[src/rtl/iter_divider_pkg.sv]
// Shared divider definitions: default operand width and the 2-bit FSM
// state encodings used by iter_divider.
package iter_divider_pkg;

  localparam int DIV_WIDTH = 32;

  typedef enum logic [1:0] {
    DIV_IDLE = 2'b00,
    DIV_CALC = 2'b01,
    DIV_DONE = 2'b10
  } div_state_t;

endpackage : iter_divider_pkg

[src/rtl/iter_divider.sv]
// Iterative radix-2 restoring divider, one quotient bit per cycle.
// Signed/unsigned quotient and remainder, level-held request with abort,
// single-cycle completion pulse with registered results.
//
// Optional feature macro: DIV_SHORTCUT_EN
//   When defined, an accepted request with |y| != 0 and |x| < |y| skips the
//   iteration and completes in the cycle after acceptance (s=0, r=x).
//   When undefined, every operation runs the full WIDTH iterations.
//   Results are identical in both builds; only latency differs.
//
// state    | meaning
// ---------+-----------------------------------------------------------
// DIV_IDLE | waiting for div; div=1 at an edge accepts the operands
// DIV_CALC | one shift/subtract step per cycle, cnt counts 0..WIDTH-1
// DIV_DONE | complete=1 for this single cycle, s/r freshly registered
module iter_divider
  import iter_divider_pkg::*;
#(
  parameter int WIDTH = DIV_WIDTH
) (
  input  logic             clk,
  input  logic             rst,
  input  logic             div,
  input  logic             div_signed,
  input  logic [WIDTH-1:0] x,
  input  logic [WIDTH-1:0] y,
  output logic [WIDTH-1:0] s,
  output logic [WIDTH-1:0] r,
  output logic             complete,
  output logic             busy
);

  localparam int CW = $clog2(WIDTH);
  localparam logic [CW-1:0] CNT_LAST = CW'(WIDTH - 1);

  div_state_t       state;
  logic [CW-1:0]    cnt;
  logic             sign_q;
  logic             sign_r;
  logic [WIDTH-1:0] rem;
  logic [WIDTH-1:0] dvd;
  logic [WIDTH-1:0] dsr;

  logic [WIDTH-1:0] x_abs;
  logic [WIDTH-1:0] y_abs;
  logic [WIDTH:0]   rem_sh;
  logic [WIDTH:0]   diff;
  logic             q_bit;
  logic [WIDTH-1:0] rem_next;
  logic [WIDTH-1:0] dvd_next;

  // Operand magnitudes; negation only applies to negative signed operands.
  always_comb begin
    x_abs = (div_signed && x[WIDTH-1]) ? -x : x;
    y_abs = (div_signed && y[WIDTH-1]) ? -y : y;
  end

  // One restoring step: shift the next dividend bit into the partial
  // remainder and subtract the divisor. The extra top bit of the
  // subtractor is the borrow, so a shifted remainder above 2^WIDTH-1
  // still compares correctly.
  always_comb begin
    rem_sh   = {rem, dvd[WIDTH-1]};
    diff     = rem_sh - {1'b0, dsr};
    q_bit    = ~diff[WIDTH];
    rem_next = q_bit ? diff[WIDTH-1:0] : rem_sh[WIDTH-1:0];
    dvd_next = {dvd[WIDTH-2:0], q_bit};
  end

`ifdef DIV_SHORTCUT_EN
  logic short_hit;

  // Quotient is zero whenever the dividend magnitude is below a non-zero
  // divisor magnitude, so the remainder is simply the original dividend.
  always_comb begin
    short_hit = (y_abs != '0) && (x_abs < y_abs);
  end
`endif

  // Sequencing FSM with registered results, completion pulse and busy flag.
  always_ff @(posedge clk) begin
    if (rst) begin
      state    <= DIV_IDLE;
      cnt      <= '0;
      sign_q   <= 1'b0;
      sign_r   <= 1'b0;
      rem      <= '0;
      dvd      <= '0;
      dsr      <= '0;
      s        <= '0;
      r        <= '0;
      complete <= 1'b0;
      busy     <= 1'b0;
    end else begin
      complete <= 1'b0;
      case (state)
        DIV_IDLE: begin
          if (div) begin
            sign_q <= (x[WIDTH-1] ^ y[WIDTH-1]) & div_signed;
            sign_r <= x[WIDTH-1] & div_signed;
            dvd    <= x_abs;
            dsr    <= y_abs;
            rem    <= '0;
            cnt    <= '0;
            busy   <= 1'b1;
`ifdef DIV_SHORTCUT_EN
            if (short_hit) begin
              state    <= DIV_DONE;
              s        <= '0;
              r        <= x;
              complete <= 1'b1;
            end else begin
              state <= DIV_CALC;
            end
`else
            state <= DIV_CALC;
`endif
          end
        end

        DIV_CALC: begin
          // Dropping the request abandons the operation; results untouched.
          if (!div) begin
            state <= DIV_IDLE;
            busy  <= 1'b0;
          end else begin
            rem <= rem_next;
            dvd <= dvd_next;
            cnt <= cnt + 1'b1;
            if (cnt == CNT_LAST) begin
              state    <= DIV_DONE;
              s        <= sign_q ? -dvd_next : dvd_next;
              r        <= sign_r ? -rem_next : rem_next;
              complete <= 1'b1;
            end
          end
        end

        DIV_DONE: begin
          // A request still held here belongs to the finished operation.
          state <= DIV_IDLE;
          busy  <= 1'b0;
        end

        default: begin
          state <= DIV_IDLE;
          busy  <= 1'b0;
        end
      endcase
    end
  end

endmodule : iter_divider
[config.mk]
export PLATFORM = sky130hd
export DESIGN_NAME = iter_divider
export DESIGN_NICKNAME = d
export VERILOG_FILES = /design/src/rtl/iter_divider_pkg.sv /design/src/rtl/iter_divider.sv
export SDC_FILE = /design/constraint.sdc
export NUM_CORES = 1
export LEC_CHECK = 0
export CAP_MARGIN = 20
export CORE_AREA = 5 5 176 144
export CTS_CLUSTER_DIAMETER = 40
export CTS_CLUSTER_SIZE = 20
export DETAILED_ROUTE_END_ITERATION = 6
export DIE_AREA = 0 0 181 149
export GPL_TIMING_DRIVEN = 0
export PLACE_DENSITY = 0.76
export SYNTH_ARGS = -nofsm -noshare
export SYNTH_HDL_FRONTEND = slang
export SYNTH_SLANG_ARGS = --single-unit
[constraint.sdc]
create_clock -name clk -period 8.1 [get_ports clk]
set_clock_uncertainty 0.1 [all_clocks]
set_input_delay 1.215 -clock clk [delete_from_list [all_inputs] [get_ports clk]]
set_output_delay 1.215 -clock clk [all_outputs]
set_load 0.02 [all_outputs]
## Yosys cells after proc, flatten, opt, wreduce, memory -nomap -nowiden

Index checks and enable logic that the tools add are counted.

| operators by class | value |
|---|---|
| add/subtract/negate cells | 6 |
| equal/unequal tests | 6 |
| multiplexer cells | 22 |
| bitwise operators | 6 |
| reductions and logical operators | 10 |

Operator list:

| cell | count |
|---|---|
| two-way mux 32 bit | 9 |
| negator 32 bit | 4 |
| case mux 32 bit (2 select lines) | 2 |
| subtractor 33 x 32 -> 33 bit | 1 |
| two-way mux 5 bit | 2 |
| case mux 5 bit (2 select lines) | 1 |
| two-way mux 2 bit | 3 |
| inequality test 2 bit (second input constant) | 3 |
| AND reduction 2 bit | 3 |
| AND reduction 3 bit | 2 |
| adder 5 x 1 -> 5 bit (second input constant) | 1 |
| == test 5 bit (second input constant) | 1 |
| case mux 2 bit (2 select lines) | 1 |
| two-way mux 1 bit | 3 |
| inequality test 3 bit (second input constant) | 1 |
| NOT 1 bit | 3 |
| OR reduction 3 bit | 1 |
| bitwise AND 1 bit | 2 |
| == test 2 x 1 -> 1 bit (second input constant) | 1 |
| logical AND 1 bit | 2 |
| logical NOT 2 bit | 1 |
| case mux 1 bit (2 select lines) | 1 |
| nonzero test 2 bit | 1 |
| bitwise XOR 1 bit | 1 |

| storage, ports and cells | value |
|---|---|
| register bits | 171 |
| input bits | 68 |
| output and inout bits | 66 |
| word-level logic and storage cells | 61 |

## Longest topological paths before layout

Gate-level depths: netlist (run 1).

| depth | value |
|---|---|
| depth in word-level cells | 4 |
| depth in mapped cells | 25 |
| depth with buffers taken out | 21 |

## Least setup slack after synthesis (run 1)

OpenSTA, ideal clock, no wires.

| timing path | value |
|---|---|
| path kind | reg-to-reg |
| start | register dvd[31] |
| end | register s[30] |
| library setup time | 0.070 ns |
| arrival time | 4.450 ns |
| data required time | 7.930 ns |
| path slack | 3.480 ns |
| cell stages (with the launch flop) | 23 |
| path buffers | 3 |
| period minus slack after synthesis | 4.620 ns |
| cells stage by stage | dfxtp_1 > inv_1 > ha_1 > fa_1 > nand2b_1 > a21oi_2 > o211ai_2 > o21ai_4 > a31oi_4 > xnor2_4 > inv_2 > buf_6 > buf_2 > buf_2 > ha_1 > nand4_1 > or3_1 > or3_1 > o31ai_1 > and2_1 > and3_1 > o21ai_1 > a21oi_1 |

| between the ends | value |
|---|---|
| longest elaborated chain between the ends | 4 |

Ends and longest elaborated chain:

| element | RTL line | text |
|---|---|---|
| start, declared | iter_divider.sv:41 | `logic [WIDTH-1:0] dvd;` |
| start signal, assigned | iter_divider.sv:101 | `dvd <= x_abs;` |
| start signal, assigned | iter_divider.sv:128 | `dvd <= dvd_next;` |
| subtractor 33 x 32 -> 33 bit | iter_divider.sv:64 | `diff = rem_sh - {1'b0, dsr};` |
| NOT 1 bit | iter_divider.sv:65 | `q_bit = ~diff[WIDTH];` |
| negator 32 bit | iter_divider.sv:132 | `s <= sign_q ? -dvd_next : dvd_next;` |
| two-way mux 32 bit | iter_divider.sv:132 |  |
| end signal, assigned | iter_divider.sv:132 |  |
| end, declared | iter_divider.sv:27 | `output logic [WIDTH-1:0] s,` |

No other way between the ends.
A chain may end at the register's enable or synchronous reset.

## Worst setup path in the final report (run 1)

| timing path | value |
|---|---|
| start | register dvd[31] |
| end | register r[26] |

| between the ends | value |
|---|---|
| longest elaborated chain between the ends | 4 |

Ends and longest elaborated chain:

| element | RTL line | text |
|---|---|---|
| subtractor 33 x 32 -> 33 bit | iter_divider.sv:64 |  |
| two-way mux 32 bit (*) | iter_divider.sv:66 | `rem_next = q_bit ? diff[WIDTH-1:0] : rem_sh[WIDTH-1:0];` |
| negator 32 bit | iter_divider.sv:133 | `r <= sign_r ? -rem_next : rem_next;` |
| two-way mux 32 bit (*) | iter_divider.sv:133 |  |
| end signal, assigned | iter_divider.sv:133 |  |
| end, declared | iter_divider.sv:28 | `output logic [WIDTH-1:0] r,` |

Every way passes the cells marked *; elsewhere a longest branch is shown, timed or not.

==> results of run 1 <==
==> power by group through the flow <==
stage | clock network [mW] | logic (mW) | registers, mW
2_1_floorplan | 0 | 0.417 | 0.902
3_3_place_gp | 0 | 0.589 | 0.908
3_5_place_dp | 0 | 0.600 | 0.909
4_1_cts | 0.854 | 0.605 | 0.890
5_1_grt | 0.892 | 0.676 | 0.894
6_report | 0.855 | 0.624 | 0.891
==> routing by layer <==
metal | part of all wire, % | wire (um) | up-vias | track usage (%)
met5 | 0.14 | 56 | - | 0
met2 | 41 | 16200 | 632 | 41.0
met1 | 45 | 17700 | 5728 | 41.1
met3 | 11 | 4510 | 54 | 8.24
met4 | 2.1 | 816 | 2 | 7.28
li1 | - | - | 5802 | -
==> cell usage in the layout (no fill, tap or decap), types with 18 or more instances in the layout <==
cell and instances:
o31ai_1 23, clkdlybuf4s50_1 133, ha_1 38, nand3_1 28, mux2i_1 18, a22oi_1 33, o21ai_0 93, xnor2_1 80
nor2_1 179, xor2_1 46, a221oi_1 28, dfxtp_1 171, a211oi_1 40, inv_1 87, clkbuf_1 72, nor3_1 29
nand2_1 180, a21oi_1 111
==> how the worst max path moves through the flow <==
stage	slack, ps	end
floorplan	3480	s[30]$_SDFFE_PP0P_
finish	1980	r[26]$_SDFFE_PP0P_
CTS	2140	r[26]$_SDFFE_PP0P_
detailed placement	2190	r[26]$_SDFFE_PP0P_
global route	1680	r[26]$_SDFFE_PP0P_
global placement	2330	r[26]$_SDFFE_PP0P_
==> registers in the layout, summed over array words and instances, names as in the netlist <==
| register | cells |
|---|---|
| busy | 1 |
| cnt | 5 |
| complete | 1 |
| dsr | 32 |
| dvd | 32 |
| r | 32 |
| rem | 32 |
| s | 32 |
| sign_q | 1 |
| sign_r | 1 |
| state | 2 |
==> worst register-to-register path, stage by stage, from the launching register on <==
cell and delay, ps:
dfxtp_1 420, inv_1 70, ha_1 220, fa_1 410
nand2b_1 200, a21oi_2 280, o211ai_2 210, o21ai_4 240
a31oi_4 150, xnor2_4 230, inv_2 130, buf_6 180
buf_2 330, buf_2 320, nor2_1 80, a21oi_1 250
ha_1 310, nand4_1 170, nor3b_1 230, mux2i_1 130
clkbuf_1 310, o31ai_1 360, xor2_1 510, a211oi_1 150
==> area by class of cell <==
class                      count  area [sq um]
sequential                   171          3420
fill                        2091          9340
timing repair buffer         133          1330
clock inverter                13           160
buffer                        90           369
tap                          312           390
clock buffer                  19           443
inverter                      88           330
multi-input combinational   1185          7430
==> stage by stage <==
stage,utilization [%],hold slack [ps]
2_1_floorplan,-,325
3_3_place_gp,57.2,341
3_5_place_dp,57.2,345
4_1_cts,59.8,357
5_1_grt,59.8,385
6_report,59.8,356
==> kinds of logic after synthesis <==
logic type	after synthesis
adders and majority gates	39
DFF	171
muxes	23
xor gates and xnor gates	127
and+or+nand+nor	550
buffers and inverters	178
AOI/OAI and AO/OA	446
==> metrics, run 1 <==
Post-CTS Hold Buffers=0; register share of total power=37.6%; Final Hold Fails=0; core footprint=0.0232 sq mm; Hold Path Class=reg -> reg; Post-CTS Setup Inserts=0; Synth Net Count=1641; mux contribution to synthesized area=~2.1%; setup TNS=0 ps; WP buf/inv=6; CTS tree=built; placer congestion estimate=0.962; crit path DAT=6320 ps; Peak Freq=164 MHz; HP Start=r[3]$_SDFFE_PP0P_; Worst-path clk slew=roughly 70 ps; Top Ports=134; Overall Global Routing Usage=28.3%; clock sink count=171; worst path cell trace=inv_1, ha_1, fa_1, nand2b_1, a21oi_2, o211ai_2, o21ai_4, a31oi_4, xnor2_4, inv_2, buf_6, buf_2, buf_2, nor2_1, a21oi_1, ha_1, nand4_1, nor3b_1, mux2i_1, clkbuf_1, o31ai_1, xor2_1, a211oi_1; Layout Nets=roughly 1800; total power=2.37 mW; top-count cell post-synth=nand2_1; Worst R2R End=r[26]$_SDFFE_PP0P_; crit path from=dvd[31]$_SDFFE_PP0P_; delay of the slowest critical-path stage=510 ps; reg2reg start=dvd[31]$_SDFFE_PP0P_; Leak=roughly 5 nW; row cnt=50; Logic pwr share=between 20% and 30%; CP Capture Type=flip-flop; Top Family by Delay on Critical Path=compound AO/OA/AOI/OAI gates; max-cap violations=0; Max Buffers Root-to-Sink=2; Via-to-Cell Ratio=6.08; drc violations=0; simple-gate share of the synthesized area=22.4%; Critical Path Stages=23; commonest cells in the netlist=nand2_1 (180), nor2_1 (179), dfxtp_1 (171), a21oi_1 (111), o21ai_0 (93); cts repair resizes=0; worst setup margin=1980 ps; Inst Count DP=1979; Rel. slew slack=35.1%; Synth Area in Compound Gates=25.8%; Reg2Reg Depth=23; sequential share of the synthesized area=29.6%; Post-Synthesis Cell Area=0.0115 sq mm; Synth Area per Inst=7.53 sq um; Yosys reg bits=~170; CP required=8300 ps; Root Buffer=clkbuf_16; Internal=1.57 mW; R2R setup slack=just under 2000 ps; Post-Place Cell Area=between 0.01 and 0.015 sq mm; post-route ant nets=0; HPWL after DPL=just over 30 mm; endpoints failing setup=0; Period Utilization, post-route=75.5%; top cell type's share of synthesized area=29.6%; Final Cell Area=0.0139 sq mm; Place WS=2190 ps; Final Slew Violations=0; Overflow after GRT=0; diodes inserted=0; first-pass GRT wire length=61.4 mm; Post-synth top flop=dfxtp_1; Crit Path Class=reg -> reg; Clock power frac=36.1%; Die Height=149 um; P per Cell Area=between 150 and 200 mW/mm^2; largest net degree at the start of global routing=17; vias in the first global route=between 10000 and 15000; drt wl/cell=19.6 um; crit start category=flip-flop; TritonCTS buffer count=17; RSZ-0062 raised after global routing=false; largest family of logic cells by synthesized area=compound AO/OA/AOI/OAI gates; Area contributors post-synth=dfxtp_1 (30%), xnor2_1 (6.1%), nand2_1 (5.8%); Initial Utilization=49.8%; ys async rst share=0%; Worst VDD drop=151 uV; Post-Syn Instances=1534; layout cell share with drive strength beyond 1=5.06%; Post-synth EDFFs=0; Switching Fraction=33.9%; total wire length=roughly 39 mm; hold endpoint=r[3]$_SDFFE_PP0P_; drt initial violations=between 1000 and 1500; Port Buffers=133; Final min period=6120 ps; die area=0.0270 sq mm; crit-path max FO=10; Layout area overhead=20.1%; Synth Area in XOR/XNOR=9.79%; worst skew pair latency=~440 ps; Slew @ Worst Pin=970 ps; hold-critical path depth=2; slowest stage cell on the critical path=xor2_1; yosys warns=0; Die X=181 um; via count=12200; H-tree level count=4; Unique masters post-synth=slightly above 80; initial antenna violation count=1; post-synth top area cell=dfxtp_1; fin cells=between 2000 and 2500; adder-cell share of the synthesized area=4.29%; switching pwr=about 0.80 mW; 1st-pass router iterations=6; status=completed
Note: power is estimated with default switching activity, not from simulation.
==> run 2, diff against run 1 <==
- PLACE_DENSITY: 0.76 -> 0.79
- clock period: 8.1 -> 5.2 ns (I/O delays scaled with it)
==> metrics, run 2 (synthesis gave the netlist of run 1 again) <==
status=completed; Worst-path clk slew=approximately 80 ps; Port Buffers=133; layout cell share with drive strength beyond 1=5.89%; slowest stage cell on the critical path=or3_4; HPWL after DPL=30.4 mm; Leak=5.11 nW; row cnt=50; drt initial violations=between 1500 and 2000; 1st-pass router iterations=7; Final Slew Violations=0; most common cell after layout, fill and taps aside=nand2_1; Top Family by Delay on Critical Path=compound AO/OA/AOI/OAI gates; Die X=181 um; core footprint=0.0232 sq mm; via count=about 12000; worst skew pair latency=~450 ps; CTS tree=built; Peak Freq=204 MHz; Initial Utilization=around half; die area=0.0270 sq mm; total power=3.68 mW; Die Height=between 100 and 150 um; P per Cell Area=around 260 mW/mm^2; clock sink count=171; crit start category=flip-flop; H-tree level count=4; Max Buffers Root-to-Sink=2; Overall Global Routing Usage=28.1%; diodes inserted=0; RSZ-0062 raised after global routing=false; TritonCTS buffer count=17; crit path DAT=5100 ps; Hold Path Class=reg -> reg; CP required=around 5400 ps; Worst VDD drop=217 uV; max-cap violations=0; Layout area overhead=20.9%; vias in the first global route=between 10000 and 15000; Layout Nets=1793; total wire length=approximately 39 mm; WP buf/inv=3; crit-path max FO=28; Overflow after GRT=0; Final Hold Fails=0; Final Cell Area=0.0140 sq mm; CP Capture Type=flip-flop; Root Buffer=clkbuf_16; worst path cell trace=inv_1, ha_1, fa_1, nand2b_1, a21oi_4, o211ai_2, o21ai_4, a31oi_4, xnor2_4, inv_2, buf_6, ha_2, nand4_1, or3_4, or3_1, o31ai_1, xnor2_1, a211oi_2; Final min period=4890 ps; Period Utilization, post-route=around 94%; first-pass GRT wire length=between 60 and 70 mm; Fillers=2116; Crit Path Class=reg -> reg; initial antenna violation count=0; endpoints failing setup=0; largest net degree at the start of global routing=20; Via-to-Cell Ratio=around 6.1; drc violations=0; Slew @ Worst Pin=1000 ps; post-route ant nets=0; most frequent cells in the layout=nand2_1 (180), nor2_1 (179), dfxtp_1 (170), clkdlybuf4s50_1 (133), a21oi_1 (110); Top Ports=between 100 and 150; Post-Place Cell Area=0.0133 sq mm; placer congestion estimate=1.00; drt wl/cell=around 19 um; delay of the slowest critical-path stage=430 ps; Rel. slew slack=32.4%
## run 2: layer usage
metal  GRT usage (%)  up-vias  part of all wire, %
li1                -     5782                    -
met1            40.8     5748                   45
met2            41.1      654                   41
met3            7.56       85                   11
met4            7.50        0                  2.4
met5               0        -                    0
## run 2: worst min-delay path, delay by kind of cell (launching register included)
kind,cells,cell delay (ps)
flip-flops,1,310
AO/OA/AOI/OAI,1,50
AND/OR/NAND/NOR,1,50
## run 2: where the power goes
part | switching, mW | leakage (nW) | internal, mW
clock | 0.652 | 0.294 | 0.650
sequential | 0.0381 | 1.39 | 1.35
combinational | 0.624 | 3.43 | 0.362
total | 1.31 | 5.11 | 2.36
## run 2: path summary, 6_finish.rpt
check                                          start                  to  slack, ps  cells after the start
worst max-delay path            dvd[31]$_SDFFE_PP0P_  s[28]$_SDFFE_PP0P_        310                     18
worst min-delay path               r[9]$_SDFFE_PP0P_   r[9]$_SDFFE_PP0P_        350                      2
worst max register to register  dvd[31]$_SDFFE_PP0P_  s[28]$_SDFFE_PP0P_        310                     18
worst min register to register     r[9]$_SDFFE_PP0P_   r[9]$_SDFFE_PP0P_        350                      2
## run 2: metrics by stage
stage / utilization (%) / setup TNS, ps / setup slack [ps] / instances / hold WS (ps)
floorplan: - / 0 / 580 / 1534 / 325
CTS: 59.8 / 0 / 36.9 / 2011 / 356
finish: 60.2 / 0 / 309 / 2011 / 354
global route: 60.2 / 0 / 48.8 / 2011 / 379
global placement: 57.2 / -4260 / -502 / 1979 / 341
detailed placement: 57.2 / -5020 / -579 / 1979 / 346
## run 2: cell type report
class / count / area (sq um) / area share (%)
Timing Repair Buffer: 135 / 1350 / 9.64
Multi-Input combinational cell: 1185 / 7520 / 53.8
Tap cell: 312 / 390 / 2.80
Buffer: 88 / 363 / 2.60
Sequential cell: 171 / 3420 / 24.5
Clock buffer: 17 / 425 / 3.05
Inverter: 88 / 330 / 2.37
Clock inverter: 15 / 168 / 1.20
## run 2: what timing repair did
| item | CTS | global route |
|---|---|---|
| pin swaps | 1 | 2 |
| buffers inserted | 1 | 1 |
| hold buffers | 0 | 0 |
| endpoints found under the setup margin | 17 | 11 |
| resized for setup | 5 | 15 |
==> run 3, diff against run 2 <==
- TNS_END_PERCENT: not set -> 100
==> results of run 3 <==
The final DEF is identical to that of run 2; final timing and power are the same.
